==> src/rtl/video_sig_gen.sv <==
// Raster timing generator: free-running h/v counters with registered sync,
// active-draw, new-frame and frame-count outputs, all cycle-aligned.
// Optional feature macro: VIDEO_SIG_GEN_DELAYED_EN adds hs/vs/ad outputs
// delayed by DELAY cycles to line up with the sprite stage.
module video_sig_gen #(
  parameter int unsigned ACTIVE_H = 1280,
  parameter int unsigned H_FP     = 110,
  parameter int unsigned H_SYNC   = 40,
  parameter int unsigned H_BP     = 220,
  parameter int unsigned ACTIVE_V = 720,
  parameter int unsigned V_FP     = 5,
  parameter int unsigned V_SYNC   = 5,
  parameter int unsigned V_BP     = 20,
  parameter int unsigned FPS      = 60,
  parameter int unsigned DELAY    = 4
) (
  input  logic        pixel_clk_in,
  input  logic        rst_n_in,
`ifdef VIDEO_SIG_GEN_DELAYED_EN
  output logic        hs_d_out,
  output logic        vs_d_out,
  output logic        ad_d_out,
`endif
  output logic [10:0] hcount_out,
  output logic [9:0]  vcount_out,
  output logic        hs_out,
  output logic        vs_out,
  output logic        ad_out,
  output logic        nf_out,
  output logic [5:0]  fc_out
);

  // H_TOTAL must stay <= 2048 and V_TOTAL <= 1024 to fit the count ports.
  localparam int unsigned H_TOTAL  = ACTIVE_H + H_FP + H_SYNC + H_BP;
  localparam int unsigned V_TOTAL  = ACTIVE_V + V_FP + V_SYNC + V_BP;
  localparam int unsigned HS_START = ACTIVE_H + H_FP;
  localparam int unsigned HS_END   = ACTIVE_H + H_FP + H_SYNC;
  localparam int unsigned VS_START = ACTIVE_V + V_FP;
  localparam int unsigned VS_END   = ACTIVE_V + V_FP + V_SYNC;

  localparam logic [10:0] H_LAST  = 11'(H_TOTAL - 1);
  localparam logic [9:0]  V_LAST  = 10'(V_TOTAL - 1);
  localparam logic [5:0]  FC_LAST = 6'(FPS - 1);

  logic        run_q;
  logic [10:0] hcount_q, hcount_d;
  logic [9:0]  vcount_q, vcount_d;
  logic        hs_q, hs_d;
  logic        vs_q, vs_d;
  logic        ad_q, ad_d;
  logic        nf_q, nf_d;
  logic [5:0]  fc_q, fc_d;

  // Next raster position; holds at (0,0) on the start-up edge.
  always_comb begin
    hcount_d = hcount_q;
    vcount_d = vcount_q;
    if (run_q) begin
      if (hcount_q == H_LAST) begin
        hcount_d = '0;
        vcount_d = (vcount_q == V_LAST) ? '0 : vcount_q + 10'd1;
      end else begin
        hcount_d = hcount_q + 11'd1;
      end
    end
  end

  // Flags decode the next position so they register alongside the counters.
  always_comb begin
    hs_d = (32'(hcount_d) >= HS_START) && (32'(hcount_d) < HS_END);
    vs_d = (32'(vcount_d) >= VS_START) && (32'(vcount_d) < VS_END);
    ad_d = (32'(hcount_d) < ACTIVE_H) && (32'(vcount_d) < ACTIVE_V);
    nf_d = (32'(hcount_d) == ACTIVE_H) && (32'(vcount_d) == ACTIVE_V);
    fc_d = fc_q;
    if (nf_d) begin
      fc_d = (fc_q == FC_LAST) ? '0 : fc_q + 6'd1;
    end
  end

  // Timing state registers.
  always_ff @(posedge pixel_clk_in or negedge rst_n_in) begin
    if (!rst_n_in) begin
      run_q    <= 1'b0;
      hcount_q <= '0;
      vcount_q <= '0;
      hs_q     <= 1'b0;
      vs_q     <= 1'b0;
      ad_q     <= 1'b0;
      nf_q     <= 1'b0;
      fc_q     <= '0;
    end else begin
      run_q    <= 1'b1;
      hcount_q <= hcount_d;
      vcount_q <= vcount_d;
      hs_q     <= hs_d;
      vs_q     <= vs_d;
      ad_q     <= ad_d;
      nf_q     <= nf_d;
      fc_q     <= fc_d;
    end
  end

  assign hcount_out = hcount_q;
  assign vcount_out = vcount_q;
  assign hs_out     = hs_q;
  assign vs_out     = vs_q;
  assign ad_out     = ad_q;
  assign nf_out     = nf_q;
  assign fc_out     = fc_q;

`ifdef VIDEO_SIG_GEN_DELAYED_EN
  // Each stage holds {hs, vs, ad}; stage 0 takes the registered flags.
  logic [2:0] dly_q [DELAY];
  logic [2:0] dly_d [DELAY];

  // Shift the flag history one stage per pixel.
  always_comb begin
    dly_d[0] = {hs_q, vs_q, ad_q};
    for (int i = 1; i < DELAY; i++) begin
      dly_d[i] = dly_q[i-1];
    end
  end

  // Delay-line registers, cleared so the outputs read 0 after start-up.
  always_ff @(posedge pixel_clk_in or negedge rst_n_in) begin
    if (!rst_n_in) begin
      for (int i = 0; i < DELAY; i++) begin
        dly_q[i] <= '0;
      end
    end else begin
      for (int i = 0; i < DELAY; i++) begin
        dly_q[i] <= dly_d[i];
      end
    end
  end

  assign hs_d_out = dly_q[DELAY-1][2];
  assign vs_d_out = dly_q[DELAY-1][1];
  assign ad_d_out = dly_q[DELAY-1][0];
`endif

endmodule

==> config.mk <==
export PLATFORM = sky130hd
export DESIGN_NAME = video_sig_gen
export DESIGN_NICKNAME = d
export VERILOG_FILES = /design/src/rtl/video_sig_gen.sv
export SDC_FILE = /design/constraint.sdc
export NUM_CORES = 1
export LEC_CHECK = 0
export BUFFER_PORTS_ARGS = -buffer_cell sky130_fd_sc_hd__buf_2
export CAP_MARGIN = 0
export CORE_MARGIN = 3
export CORE_UTILIZATION = 42
export DETAILED_ROUTE_END_ITERATION = 7
export GPL_ROUTABILITY_DRIVEN = 0
export GPL_TIMING_DRIVEN = 0
export RECOVER_POWER = 100
export SLEW_MARGIN = 10
export SYNTH_ARGS = -nofsm -noshare
export SYNTH_HDL_FRONTEND = slang
export SYNTH_SLANG_ARGS = --single-unit
export TNS_END_PERCENT = 50
==> constraint.sdc <==
create_clock -name pixel_clk_in -period 2.6 [get_ports pixel_clk_in]
set_clock_uncertainty 0.15 [all_clocks]
set_input_delay 0.13 -clock pixel_clk_in [delete_from_list [all_inputs] [get_ports pixel_clk_in]]
set_output_delay 0.13 -clock pixel_clk_in [all_outputs]
set_load 0.03 [all_outputs]
==> out/results.tsv <==
stage	metric	value	unit
run_status	status	finished with violations	
run_status	failing checks	capacitance limit, slew limit, setup timing	
grt	initial antenna violation count	0	
route	detailed-route via count	1836	
sta	f_max	347	MHz
route	# DRC	0	
setup_path	worst r2r src	hcount_out[0]$_DFF_PN0_	
sta	final setup vio count	6	
power_and_ir_drop	Reg power frac	35.5	%
grt	grt total ovfl	0	
sta	Tmin final	2.88	ns
logic_synthesis	post-synthesis adder-cell area fraction	3.15	%
floorplan	number of I/O pins	33	
floorplan	Die Footprint	5590	um2
logic_synthesis	Yosys top cell by area	dfrtp_1	
logic_synthesis	asr flop ratio synth	100	%
logic_synthesis	Compound-Gate Fraction of Synth Area	20.8	%
floorplan	Initial Util	44.7	%
grt	largest net degree at the start of global routing	33	
logic_synthesis	Cell Area, Synth	1980	um2
clock_tree	Sink Count	32	
setup_path	WP data arrival	2.90	ns
sta	Worst-Margin Slew	1.78	ns
sta	relative slew slack	-18.5	%
setup_path	type of the worst setup path	reg2reg	
logic_synthesis	post-synthesis xor/xnor area fraction	3.53	%
power_and_ir_drop	internal power	0.00118	W
power_and_ir_drop	PwrDens	687	nW/um2
place	Post-DP HPWL	3420	um
sta	Tcrit/Tclk final	111	%
place	port bufs	32	
finish	Diodes inserted	0	
finish	fill count	390	
setup_path	Crit path required time	2.62	ns
route	vias per cell	5.65	
sta	Hold Slack	0.421	ns
clock_tree	clk_lat worst skew	0.29	ns
sta	final setup margin	-0.279	ns
logic_synthesis	Seq/Total Area, Yosys	40.4	%
power_and_ir_drop	clock share of power	28.5	%
clock_tree	CTS tree	done	
clock_tree	Reg clk slew, reported paths	0.07	ns
setup_path	flop2flop setup slack	-0.28	ns
logic_synthesis	top_reg_cell synth	dfrtp_1	
logic_synthesis	yosys warns	0	
logic_synthesis	total nets after synthesis	220	
logic_synthesis	simple-gate share of the synthesized area	26.2	%
logic_synthesis	Post-Syn Area per Cell	9.32	um2
grt	vias in the first global route	1723	
route	wirelength, routed	5170	um
grt	first-pass GRT wire length	8390	um
route	ANT nets after route	0	
logic_synthesis	Syn Inst Count	213	
power_and_ir_drop	Static Leak	1.09	nW
route	drt wl/cell	15.9	um
setup_path	Reg2Reg Depth	9	
logic_synthesis	share of the synthesized area in the top cell type	40.4	%
floorplan	total core area	4440	um2
power_and_ir_drop	worst vdd rail ir drop	337	uV
hold_path	hold-critical path depth	1	
logic_synthesis	multiplexer share of the synthesized area	1.13	%
setup_path	Reg2Reg Capture Point	fc_out[2]$_DFFE_PN0P_	
sta	RSZ-0062 raised after global routing	yes	
clock_tree	CTS Buf Count	5	
logic_synthesis	largest family of logic cells by synthesized area	simple AND/OR/NAND/NOR gates	
grt	GRT Total Usage	19.7	%
floorplan	Die W	74.7	um
logic_synthesis	Post-synth EDFFs	0	
route	DRT Pass-1 Iters	4	
hold_path	hold crit path type	reg2reg	
sta	final hold violation count	0	
sta	fin. max-slew vios	33	
job	Max Cap Violations	1	
floorplan	row count	24	
logic_synthesis	Yosys reg bits	32	
power_and_ir_drop	Comb power frac	36.0	%
setup_path	Critical Path Sink Type	register	
clock_tree	H-tree depth	2	
logic_synthesis	Synth area leaders	dfrtp_1, o21ai_0, ha_1	
logic_synthesis	Synth cell types	54	
power_and_ir_drop	P_sw	0.000664	W
finish	Final nets	279	
hold_path	Hold Path Origin	vcount_out[7]$_DFF_PN0_	
power_and_ir_drop	Sw Share	36.0	%
hold_path	Hold EP	vcount_out[7]$_DFF_PN0_	
setup_path	worst-path fanout max	4	
clock_tree	clock root buffer	clkbuf_8	
clock_tree	Max clock buf depth	2	
route	initial DRC count	77	
finish	layout cells sized above 1	28.6	%
floorplan	Die Height	74.7	um
setup_path	CP startpoint kind	register	
finish	Synth-to-Final Area Change	35.2	%
place	Place WS	-0.464	ns
[area by class of cell]
cell class	count	area (um2)	area share, %
Clock inverter	1	30.0	1.12
Inverter	12	45.0	1.68
Tap cell	52	65.1	2.42
Clock buffer	7	96.3	3.59
Buffer	8	56.3	2.10
Sequential cell	32	806	30.0
Timing Repair Buffer	54	327	12.2
Multi-Input combinational cell	159	1260	46.9
[critical path, cell delays in order, from the launching register on]
cell	delay [ns]
dfrtp_2	0.45
ha_4	0.16
nor4b_4	0.14
buf_4	0.16
a311oi_4	0.30
o2111ai_2	0.18
a2111oi_4	0.44
nand4_4	0.17
or2_4	0.31
mux2_4	0.30
[cell usage after synthesis, drive strengths merged (7+ instances only)]
| master | n |
|---|---|
| a21oi | 9 |
| dfrtp | 32 |
| inv | 12 |
| nand2 | 16 |
| nand3 | 12 |
| nand4 | 7 |
| nor2 | 10 |
| nor3 | 7 |
| o21ai | 14 |
[state kept, by name (all words and copies together), names as in the netlist]
name	flops
hcount_out	11
vcount_out	10
fc_out	6
ad_out	1
hs_out	1
nf_out	1
run_q	1
vs_out	1
[routing by layer]
metal	vias up	GRT usage, %	routed length, um
met2	28	32.1	2540
li1	909	-	-
met4	0	5.93	51
met5	-	0	0
met3	6	4.01	160
met1	893	26.5	2420
[kinds of logic after synthesis]
group	Yosys count
AND/OR/NAND/NOR	86
AO/OA/AOI/OAI	57
other	1
adder cells (fa/ha/maj)	5
flip-flops	32
multiplexers	2
XOR/XNOR	8
buffers and inverters	22
[worst max path at each step]
stage | from | slack, ns | cells past startpoint | end
after floorplan | hcount_out[0]$_DFF_PN0_ | -0.22 | 8 | fc_out[2]$_DFFE_PN0P_
after global placement | hcount_out[0]$_DFF_PN0_ | -0.44 | 8 | fc_out[2]$_DFFE_PN0P_
after detailed placement | hcount_out[0]$_DFF_PN0_ | -0.46 | 8 | fc_out[2]$_DFFE_PN0P_
after CTS | hcount_out[1]$_DFF_PN0_ | -0.26 | 10 | fc_out[5]$_DFFE_PN0P_
after global routing | hcount_out[0]$_DFF_PN0_ | -0.40 | 11 | fc_out[5]$_DFFE_PN0P_
final | hcount_out[0]$_DFF_PN0_ | -0.28 | 9 | fc_out[2]$_DFFE_PN0P_
[timing repair]
item,in CTS,in global routing
pin swaps,9,10
setup endpoints to repair,10,9
gates resized for setup,17,23
cloned,0,0
hold endpoints to repair,32,0
hold buffers,1,0
buffers inserted,14,7
[through the flow]
stage / instances / util [%] / power (W) / cell area, um2 / setup TNS [ns]
3_5_place_dp: 297 / 50.1 / 0.00120 / 2230 / -2.15
2_1_floorplan: 213 / - / 0.00106 / 2000 / -0.366
3_3_place_gp: 297 / 50.1 / 0.00120 / 2230 / -1.97
5_1_grt: 325 / 60.4 / 0.00196 / 2680 / -2.14
6_report: 325 / 60.4 / 0.00184 / 2680 / -1.31
4_1_cts: 319 / 57.6 / 0.00184 / 2560 / -1.01
[layout by cell type (no fill, tap or decap), drive strengths merged, types with 9 or more instances in the layout]
cell type,n
clkbuf,34
buf,34
dfrtp,32
nand2,16
o21ai,14
inv,12
nand3,12
nor2,10
a21oi,9
[power groups by stage]
stage | clock network [W] | registers [W] | logic, W
finish | 0.000525 | 0.000656 | 0.000664
global route | 0.000560 | 0.000667 | 0.000729
CTS | 0.000543 | 0.000648 | 0.000652
detailed placement | 0 | 0.000681 | 0.000518
global placement | 0 | 0.000681 | 0.000517
floorplan | 0 | 0.000776 | 0.000279
No activity file was read; power rests on OpenSTA's default activity.
